## config.mk

```make
export PLATFORM = sky130hd
export DESIGN_NAME = pipelined_barrel_shifter
export DESIGN_NICKNAME = d
export VERILOG_FILES = /design/src/rtl/pipelined_barrel_shifter.sv
export SDC_FILE = /design/constraint.sdc
export NUM_CORES = 1
export LEC_CHECK = 0
export ABC_AREA = 1
export BUFFER_PORTS_ARGS = -buffer_cell sky130_fd_sc_hd__buf_2
export CAP_MARGIN = 20
export CORE_ASPECT_RATIO = 1.75
export CORE_MARGIN = 2
export CORE_UTILIZATION = 45
export DETAILED_ROUTE_END_ITERATION = 10
export GPL_TIMING_DRIVEN = 1
export REMOVE_ABC_BUFFERS = 1
export SYNTH_ARGS = -nofsm -noshare
export SYNTH_HDL_FRONTEND = slang
export SYNTH_SLANG_ARGS = --single-unit
```

## constraint.sdc

```tcl
create_clock -name clk -period 2.4 [get_ports clk]
set_input_delay 0.48 -clock clk [delete_from_list [all_inputs] [get_ports clk]]
set_output_delay 0.48 -clock clk [all_outputs]
set_load 0.05 [all_outputs]
```

## src/rtl/pipelined_barrel_shifter.sv

```systemverilog
// Pipelined logical/arithmetic/rotate shifter: one register per log2 shift level,
// valid/ready flow control with a whole-pipe stall, tag sideband and carry/zero/error flags.
module pipelined_barrel_shifter #(
  parameter int WIDTH = 64,
  parameter int SHW   = $clog2(WIDTH),
  parameter int TAG_W = 4
) (
  input  logic             clk,
  input  logic             rst_n,
  input  logic             in_valid,
  output logic             in_ready,
  input  logic [WIDTH-1:0] in_data,
  input  logic [SHW-1:0]   in_amt,
  input  logic [2:0]       in_op,
  input  logic [TAG_W-1:0] in_tag,
  output logic             out_valid,
  input  logic             out_ready,
  output logic [WIDTH-1:0] out_data,
  output logic             out_carry,
  output logic             out_zero,
  output logic             out_err,
  output logic [TAG_W-1:0] out_tag
);

  typedef logic [WIDTH-1:0] word_t;

  function automatic word_t bit_rev(input word_t x);
    word_t r;
    for (int i = 0; i < WIDTH; i++) r[i] = x[WIDTH-1-i];
    return r;
  endfunction

  // LSL, ASL and ROL run through the right-shift hardware on bit-reversed data.
  function automatic logic is_left(input logic [2:0] op);
    return (op == 3'b000) || (op == 3'b011) || (op == 3'b100);
  endfunction

  function automatic logic is_illegal(input logic [2:0] op);
    return op[2] & op[1];
  endfunction

  // Right shift by sh; the MSB returned is the last bit shifted out.
  function automatic logic [WIDTH:0] level_shift(input word_t x, input logic [2:0] op,
                                                 input int sh);
    word_t r;
    logic signed [WIDTH-1:0] xs;
    xs = $signed(x);
    case (op)
      3'b010:         r = word_t'(xs >>> sh);
      3'b100, 3'b101: r = (x >> sh) | (x << (WIDTH - sh));
      default:        r = x >> sh;
    endcase
    return {x[sh-1], r};
  endfunction

  logic             vld_q   [SHW];
  word_t            data_q  [SHW];
  logic             carry_q [SHW];
  logic             err_q   [SHW];
  logic [TAG_W-1:0] tag_q   [SHW];
  logic [SHW-1:0]   amt_q   [SHW-1];
  logic [2:0]       op_q    [SHW-1];
  logic             zero_q;

  logic             src_vld   [SHW];
  word_t            src_data  [SHW];
  logic             src_carry [SHW];
  logic             src_err   [SHW];
  logic [TAG_W-1:0] src_tag   [SHW];
  logic [SHW-1:0]   src_amt   [SHW];
  logic [2:0]       src_op    [SHW];

  word_t            data_d  [SHW];
  logic             carry_d [SHW];
  logic             zero_d;
  logic [WIDTH:0]   lvl;
  logic             advance;

  assign advance  = ~vld_q[SHW-1] | out_ready;
  assign in_ready = advance;

  always_comb begin
    lvl          = '0;
    zero_d       = 1'b0;
    src_vld[0]   = in_valid;
    src_data[0]  = is_left(in_op) ? bit_rev(in_data) : in_data;
    src_carry[0] = 1'b0;
    src_err[0]   = is_illegal(in_op);
    src_tag[0]   = in_tag;
    src_amt[0]   = in_amt;
    src_op[0]    = in_op;
    for (int k = 1; k < SHW; k++) begin
      src_vld[k]   = vld_q[k-1];
      src_data[k]  = data_q[k-1];
      src_carry[k] = carry_q[k-1];
      src_err[k]   = err_q[k-1];
      src_tag[k]   = tag_q[k-1];
      src_amt[k]   = amt_q[k-1];
      src_op[k]    = op_q[k-1];
    end
    // Illegal ops never shift, which leaves data unchanged and carry at 0.
    for (int k = 0; k < SHW; k++) begin
      lvl = level_shift(src_data[k], src_op[k], 1 << k);
      if (src_amt[k][k] && !src_err[k]) begin
        data_d[k]  = lvl[WIDTH-1:0];
        carry_d[k] = lvl[WIDTH];
      end else begin
        data_d[k]  = src_data[k];
        carry_d[k] = src_carry[k];
      end
    end
    if (is_left(src_op[SHW-1])) data_d[SHW-1] = bit_rev(data_d[SHW-1]);
    zero_d = (data_d[SHW-1] == '0);
  end

  // Stage boundaries: register k holds the result of shift level k.
  always_ff @(posedge clk or negedge rst_n) begin
    if (!rst_n) begin
      for (int k = 0; k < SHW; k++) begin
        vld_q[k]   <= 1'b0;
        data_q[k]  <= '0;
        carry_q[k] <= 1'b0;
        err_q[k]   <= 1'b0;
        tag_q[k]   <= '0;
      end
      for (int k = 0; k < SHW-1; k++) begin
        amt_q[k] <= '0;
        op_q[k]  <= '0;
      end
      zero_q <= 1'b0;
    end else if (advance) begin
      for (int k = 0; k < SHW; k++) begin
        vld_q[k]   <= src_vld[k];
        data_q[k]  <= data_d[k];
        carry_q[k] <= carry_d[k];
        err_q[k]   <= src_err[k];
        tag_q[k]   <= src_tag[k];
      end
      for (int k = 0; k < SHW-1; k++) begin
        amt_q[k] <= src_amt[k];
        op_q[k]  <= src_op[k];
      end
      zero_q <= zero_d;
    end
  end

  assign out_valid = vld_q[SHW-1];
  assign out_data  = data_q[SHW-1];
  assign out_carry = carry_q[SHW-1];
  assign out_err   = err_q[SHW-1];
  assign out_tag   = tag_q[SHW-1];
  assign out_zero  = zero_q;

endmodule
```

Yosys cells after proc, flatten, opt, wreduce, memory -nomap -nowiden --
Cells that the tools add are included.
Operators by class: reductions and logical operators 25, multiply operators 0, eq/ne operators 20, multiplexer cells 20, add/subtract/negate cells 0, $lt $le $gt $ge 0, bitwise gates (word level) 9, shift operators 0, divide/modulo/power cells 0
Operators by type and width (number):
- $pmux 64 s2 | 6
- $mux 64 | 8
- $logic_not 64->1 | 1
- $or 32x64->64 | 1
- $or 48x64->64 | 1
- $or 56x64->64 | 1
- $or 60x64->64 | 1
- $or 62x64->64 | 1
- $or 63x64->64 | 1
- $eq 3x3->1 const B | 12
- $eq 3x2->1 const B | 8
- $reduce_or 2->1 | 6
- $logic_and 1x1->1 | 6
- $logic_not 1->1 | 6
- $logic_not 3->1 | 2
- $mux 1 | 6
- $logic_or 1x1->1 | 4
- $and 1x1->1 | 1
- $not 1->1 | 1
- $or 1x1->1 | 1
Word-level totals: memories 0, bits of input ports 81, logic and storage cells 115, memory bits (writable) 0, output and inout port bits 73, ROM bits 0, bits in latches 0, flip-flop bits (word level) 472

Depth between registers and ports, before layout --
Gate-level depths: netlist of run 1.
word-level depth 7, gate-level depth with buffers 15, gate-level depth less buffers 14

Worst setup path after synthesis of run 1 --
No wires, ideal clock.
kind register to output, start register vld_q, in the netlist out_valid, end output port in_ready, required time 1920 ps, stages on the path, launching flop included 7, slack 99 ps, arrival 1821 ps, buffers on the path 3, path through dfrtp_1 > inv_1 > nor2_1 > inv_1 > buf_2 > clkbuf_1 > clkbuf_1
Between the ends: cells in the longest elaborated chain, start to end 2
RTL lines:
- from (decl) | line 56 | logic vld_q [SHW];
- from (signal, indexed assignment) | line 133 | vld_q[k] <= src_vld[k];
- $not 1->1 | line 79 | assign advance = ~vld_q[SHW-1] | out_ready;
- $or 1x1->1 | line 79
- to (decl) | line 11 | output logic in_ready,
Every way passes these cells.

Worst setup path after layout of run 1 --
Ends and elaborated chain as after synthesis.

==> impl_results.md, run 1 <==
- Dpl cells: 3519
- Syn_area_per_cell: 7.85 um2
- CP delay by family, top: buffers and inverters
- Fin. max-slew vios: 0
- CTS tree: yes
- RSZ-0062 raised after global routing: false
- FF-to-FF Start: op_q[0]
- H-tree depth: 2
- Vias/cell: 5.35
- Critical-path maximum fanout: 41
- Longest Clk Path Bufs: 3
- Post-Syn Area: 22700 um2
- Relative slew margins: 0.345
- WP data arrival: 1.80 ns
- Initial antenna violation count: 0
- Final nets: 2987
- Total grt overflow: 0
- Status: finished clean
- Maxcap violations: 0
- Power per cell area: 1590 nW/um2
- Crit path depth: 5
- Worst-path cell chain: inv_1, nor2_4, buf_12, inv_8, clkbuf_4
- Dpl ws: 0.0803 ns
- Placed Area: 24000 um2
- Vias in the first global route: 18800
- Final TNS setup: 0 ns
- Hold_ws: 0.116 ns
- Total Wirelength: 62000 um
- Slew @ Worst Pin: 0.982 ns
- Drt drc: 0
- Adder-Cell Fraction of Synth Area: 0
- Post-synthesis register bit count: 457
- Clk Tree Root Cell: clkbuf_16
- Type of the worst setup path: flip-flop to primary output
- Largest net degree at the start of global routing: 208
- Post-Synth Simple-Gate Area: 0.166
- Io pins: 154
- Half-perimeter wire length after placement: 46500 um
- Synth Instances: 2892
- Die Y-Extent: 301 um
- Clock buffer count from CTS: 44
- Synth cell types: 27
- Die extent in x: 174 um
- Clk sink count: 457
- Worst min path class: input port to flip-flop
- First-pass GRT wire length: 101000 um
- WP data required: 1.92 ns
- Area grow syn2layout: 12.0%
- First-pass DRT Iterations: 5
- Num rows: 108
- Leakage power total: 12.2 nW
- Hold EP: src_tag[18]
- Port Buf Inserts: 153
- Main combinational cell family by area after synthesis: compound AO/OA/AOI/OAI gates
- Startpoint types: flip-flop
- GRT Util Overall: 0.238
- Post-route ant nets: 0
- Flop2flop setup slack: 0.18 ns
- RR Endpoint: out_zero
- CTS clock-pin slew for the worst setup and hold paths: 0.06 ns
- Setup ws final: 0.120 ns
- Clock Latency Late Sink: 0.55 ns
- Worst Path Buf+Inv: 4
- Initial cell density of the core: 0.456
- Vias: 19200
- CP max stage delay: 0.37 ns
- Finished Cell Area: 25400 um2
- XOR/XNOR Fraction of Synth Area: 0
- Warnings from Yosys: 0
- Seq/Total Area, Yosys: 0.504
- Hold path depth: 3
- Layout cell share with drive strength beyond 1: 0.108
- Drt wl/cell: 17.2 um
- DRT iter0 DRCs: 1172
- CP Capture Type: primary output
- # diodes: 0
- Setup-failing EPs final: 0
- Compound-Gate Fraction of Synth Area: 0.223
- Fin Clk Skew: 0.0143 ns
- Hold Path Origin: in_tag[2]
- Worst reg2reg path depth: 11
- Final hold violation count: 0
- Mux cell area share after synthesis: 0
- Routability congestion estimate: 0.989
- Fin cells: 3597
- Period utilization: 0.950
- Final core occ: 0.511
- Peak Freq: 439 MHz
- Max VDD drop: 663 uV
- Fin crit period: 2.28 ns
- Core Region: 49700 um2
- Full die area: 52300 um2
- Final Power: 40.4 mW
- Critical path's slowest cell: dfrtp_1
==> cell families after synthesis <==
logic type / after synthesis
DFF: 457
buffers and inverters: 569
AOI/OAI and AO/OA: 908
and+or+nand+nor: 958
==> worst max-delay path by stage <==
stage | startpoint | to
floorplan | out_valid | data_q[383]
global placement | out_ready | out_data[3]
detailed placement | out_ready | out_data[3]
CTS | out_valid | in_ready
global route | op_q[0] | out_zero
finish | out_valid | in_ready
==> sequential cells by signal, indices dropped and copies added (netlist names), 4 cells and up <==
| signal | count |
|---|---|
| op_q | 15 |
| src_vld | 5 |
| amt_q | 15 |
| out_data | 64 |
| src_tag | 20 |
| err_q | 5 |
| out_tag | 4 |
| carry_q | 5 |
| data_q | 320 |
==> cells in the mapped netlist <==
library cell	count	area, um2
a2111oi_0	3	26.3
a21oi_1	301	1510
a21oi_4	1	16.3
a2bb2oi_1	1	8.76
a31oi_1	87	544
a41oi_1	1	8.76
buf_1	14	52.6
buf_2	33	165
buf_4	67	503
buf_6	1	11.3
clkbuf_1	156	586
clkinv_1	1	3.75
dfrtp_1	457	11400
inv_1	294	1100
inv_2	3	11.3
nand2_1	658	2470
nand3_1	120	601
nor2_1	172	646
nor2_2	2	12.5
nor3_1	2	10.0
nor4_1	3	18.8
o211ai_1	60	450
o21ai_0	390	1950
o21ai_1	5	25.0
o21ai_4	1	16.3
o221ai_1	58	508
or2_2	1	6.26
==> final cells by class <==
cell class,instances,area [um2]
Inverter,298,1130
Tap cell,660,826
Clock buffer,71,1340
Timing Repair Buffer,239,1750
Sequential cell,457,11400
Clock inverter,6,82.6
Fill cell,4952,24300
Multi-Input combinational cell,1866,8860
==> worst reg2reg max path, delay by kind of cell (launching register included) <==
| family | cells | cell delay [ns] |
|---|---|---|
| AOI/OAI and AO/OA | 1 | 0.76 |
| and+or+nand+nor | 9 | 0.63 |
| DFF | 1 | 0.41 |
| buffers and inverters | 1 | 0.33 |
==> cell usage in the layout, fill, tap and decap left out, types with 58 or more instances in the layout <==
master	instances
a21oi_1	301
buf_2	151
o221ai_1	58
buf_4	59
o211ai_1	60
nand3_1	119
o21ai_0	390
nor2_1	169
inv_1	292
dfrtp_1	457
nand2_1	656
a31oi_1	87
==> routing by layer <==
layer / routed length, um / part of all wire / vias up / global-route usage
met3: 1990 / 0.032 / 111 / 0.0238
met5: 0 / 0 / - / 0
met1: 24700 / 0.40 / 9116 / 0.274
met2: 32800 / 0.53 / 435 / 0.449
li1: - / - / 9584 / -
met4: 2470 / 0.040 / 0 / 0.0944
==> report_power, final <==
part           internal (mW)  switching, mW
sequential              11.5           2.24
clock                   4.03           2.90
combinational           5.97           13.7
==> what timing repair did <==
item | in CTS | in global routing
endpoints found under the setup margin | 0 | 2
resized for setup | 0 | 1
buffers inserted | 0 | 0
hold buffers | 1 | 0
hold endpoints to repair | 43 | 0
Note: power is estimated with default switching activity, not from simulation.
==> inputs of run 2 (changes only) <==
--- a/config.mk
+++ b/config.mk
@@ -13,6 +13,7 @@
 export CORE_UTILIZATION = 45
 export DETAILED_ROUTE_END_ITERATION = 10
 export GPL_TIMING_DRIVEN = 1
+export PLACE_DENSITY_LB_ADDON = 0.1
 export REMOVE_ABC_BUFFERS = 1
 export SYNTH_ARGS = -nofsm -noshare
 export SYNTH_HDL_FRONTEND = slang
==> impl_results.md, run 2 (synthesized netlist as in run 1, its figures left out) <==
- Type of the worst setup path: flip-flop to flip-flop
- Post CTS Setup Buffer Count: 0 (unchanged)
- Num rows: 108 (unchanged)
- Power per cell area: 1590 nW/um2 (+0.16%)
- DRT iter0 DRCs: 1181 (+0.77%)
- Relative slew margins: 0.312 (-0.0338)
- Peak Freq: 448 MHz (+2.1%)
- Vias: 19200 (-0.25%)
- Max VDD drop: 639 uV (-3.7%)
- Fin crit period: 2.23 ns (-0.0479 ns)
- Finished Cell Area: 25500 um2 (+0.32%)
- Startpoint types: flip-flop
- GRT Util Overall: 0.245 (+0.00712)
- Core Region: 49700 um2 (unchanged)
- Flop2flop setup slack: 0.17 ns (about the same)
- Largest net degree at the start of global routing: 135 (-35%)
- Seq. cell area: 11400 um2 (unchanged)
- Full die area: 52300 um2 (unchanged)
- Max FFs per register: 320 (unchanged)
- WP data arrival: 2.69 ns (+0.89 ns)
- Setup-failing EPs final: 0 (unchanged)
- Fin Clk Skew: 0.0196 ns (+0.00525 ns)
- Vias in the first global route: 19000 (+0.82%)
- Clock Latency Late Sink: 0.56 ns (about the same)
- Post-route ant nets: 0 (unchanged)
- H-tree depth: 2 (unchanged)
- Total Wirelength: 63300 um (+2.0%)
- Layout cell share with drive strength beyond 1: 0.112 (+0.00325)
- Multi-input logic area: 8860 um2 (unchanged)
- Leakage power total: 12.3 nW (+0.39%)
- Area grow syn2layout: 12.4%
- Fin cells: 3601 (+0.11%)
- First-pass GRT wire length: 103000 um (+2.6%)
- Longest Clk Path Bufs: 3 (unchanged)
- Total grt overflow: 0 (unchanged)
- Vias/cell: 5.33 (-0.36%)
- Final nets: 2990 (+0.10%)
- Port Buf Inserts: 153 (unchanged)
- RSZ-0062 raised after global routing: false
- Slew @ Worst Pin: 1.03 ns (+0.0468 ns)
- Final hold violation count: 0 (unchanged)
- Initial cell density of the core: 0.456 (unchanged)
- WP data required: 2.85 ns (+0.93 ns)
- Placed Area: 24000 um2 (about the same)
- CP Capture Type: flip-flop
- Clock buffer count from CTS: 44 (unchanged)
- Status: finished clean
- Top reg by flops: data_q
- Clk Tree Root Cell: clkbuf_16
- Dpl ws: 0.108 ns (+0.0281 ns)
- Io pins: 154 (unchanged)
- Setup ws final: 0.168 ns (+0.0479 ns)
- # diodes: 0 (unchanged)
- Clk sink count: 457 (unchanged)
- Final Power: 40.6 mW (+0.48%)
- CTS tree: yes
- Hold path depth: 3 (unchanged)
- Drt wl/cell: 17.6 um (+1.9%)
- Worst min path class: input port to flip-flop
- Die extent in x: 174 um (unchanged)
- Fin. max-slew vios: 0 (unchanged)
- Dpl cells: 3522 (+0.085%)
- Period utilization: 0.930 (-0.0199)
- Critical-path maximum fanout: 38 (-7.3%)
- Commonest non-fill, non-tap cell in the layout: nand2_1
- Die Y-Extent: 301 um (unchanged)
- Most frequent cells in the layout: nand2_1 (656), dfrtp_1 (457), o21ai_0 (390)
- Worst reg2reg path depth: 12 (+1)
- Initial antenna violation count: 1 (+1)
- Half-perimeter wire length after placement: 47700 um (+2.6%)
- Drt drc: 0 (unchanged)
- Maxcap violations: 0 (unchanged)
- Filler Cell Count: 4971 (+0.38%)
- Final TNS setup: 0 ns (unchanged)
- Routability congestion estimate: 0.952 (-3.7%)
- First-pass DRT Iterations: 6 (+1)
- CTS clock-pin slew for the worst setup and hold paths: 0.06 ns (about the same)
-- run 2: path summary, 6_finish.rpt --
check	from	endpoint
max in group asynchronous	rst_n	data_q[235]
worst max-delay path	op_q[1]	out_zero
worst min-delay path	in_amt[4]	amt_q[28]
worst min register to register	amt_q[17]	amt_q[11]
min in group asynchronous	rst_n	src_tag[19]
worst max register to register	op_q[1]	out_zero
-- run 2: what timing repair did --
item | in CTS | in global routing
hold buffers | 1 | 0
gates resized for setup | 0 | 0
hold endpoints to repair | 40 | 0
-- run 2: layout make-up --
| cell class | count | area share |
|---|---|---|
| clock buffers | 67 | 0.0529 |
| inverters | 298 | 0.0441 |
| repair buffers | 242 | 0.0695 |
| multi-input cells | 1866 | 0.347 |
| clock inverters | 11 | 0.00544 |
| well taps | 660 | 0.0324 |
| flip-flops and latches | 457 | 0.448 |
-- run 2: power by group --
part	switching (mW)	internal [mW]	leakage, nW
Combinational	13.7	5.92	6.08
Sequential	2.27	11.5	5.45
Clock	2.97	4.19	0.731
Total	19.0	21.6	12.3
-- run 2: critical path, cell delays in order, from the launching register on --
cell and delay, ns:
dfrtp_1 0.37, inv_2 0.06, o21ai_4 0.80, buf_4 0.29, nand3_1 0.11, nand2_1 0.08
nor2_1 0.04, nand2_1 0.11, nor2_1 0.06, nand2_1 0.05, nor2_1 0.04, nand2_1 0.05
nand2_1 0.04
-- run 2: routing by layer --
layer,vias to the layer above,wire length (um),global-route usage
met5,-,0,0
met4,0,3470,0.123
met3,133,2180,0.0250
met2,478,32500,0.446
met1,8996,25100,0.286
li1,9591,-,-
-- run 2: stage by stage --
step,hold WS (ns),util
global route,0.112,0.513
CTS,0.0925,0.513
detailed placement,0.453,0.483
floorplan,0.184,-
global placement,0.443,0.483
finish,0.115,0.513
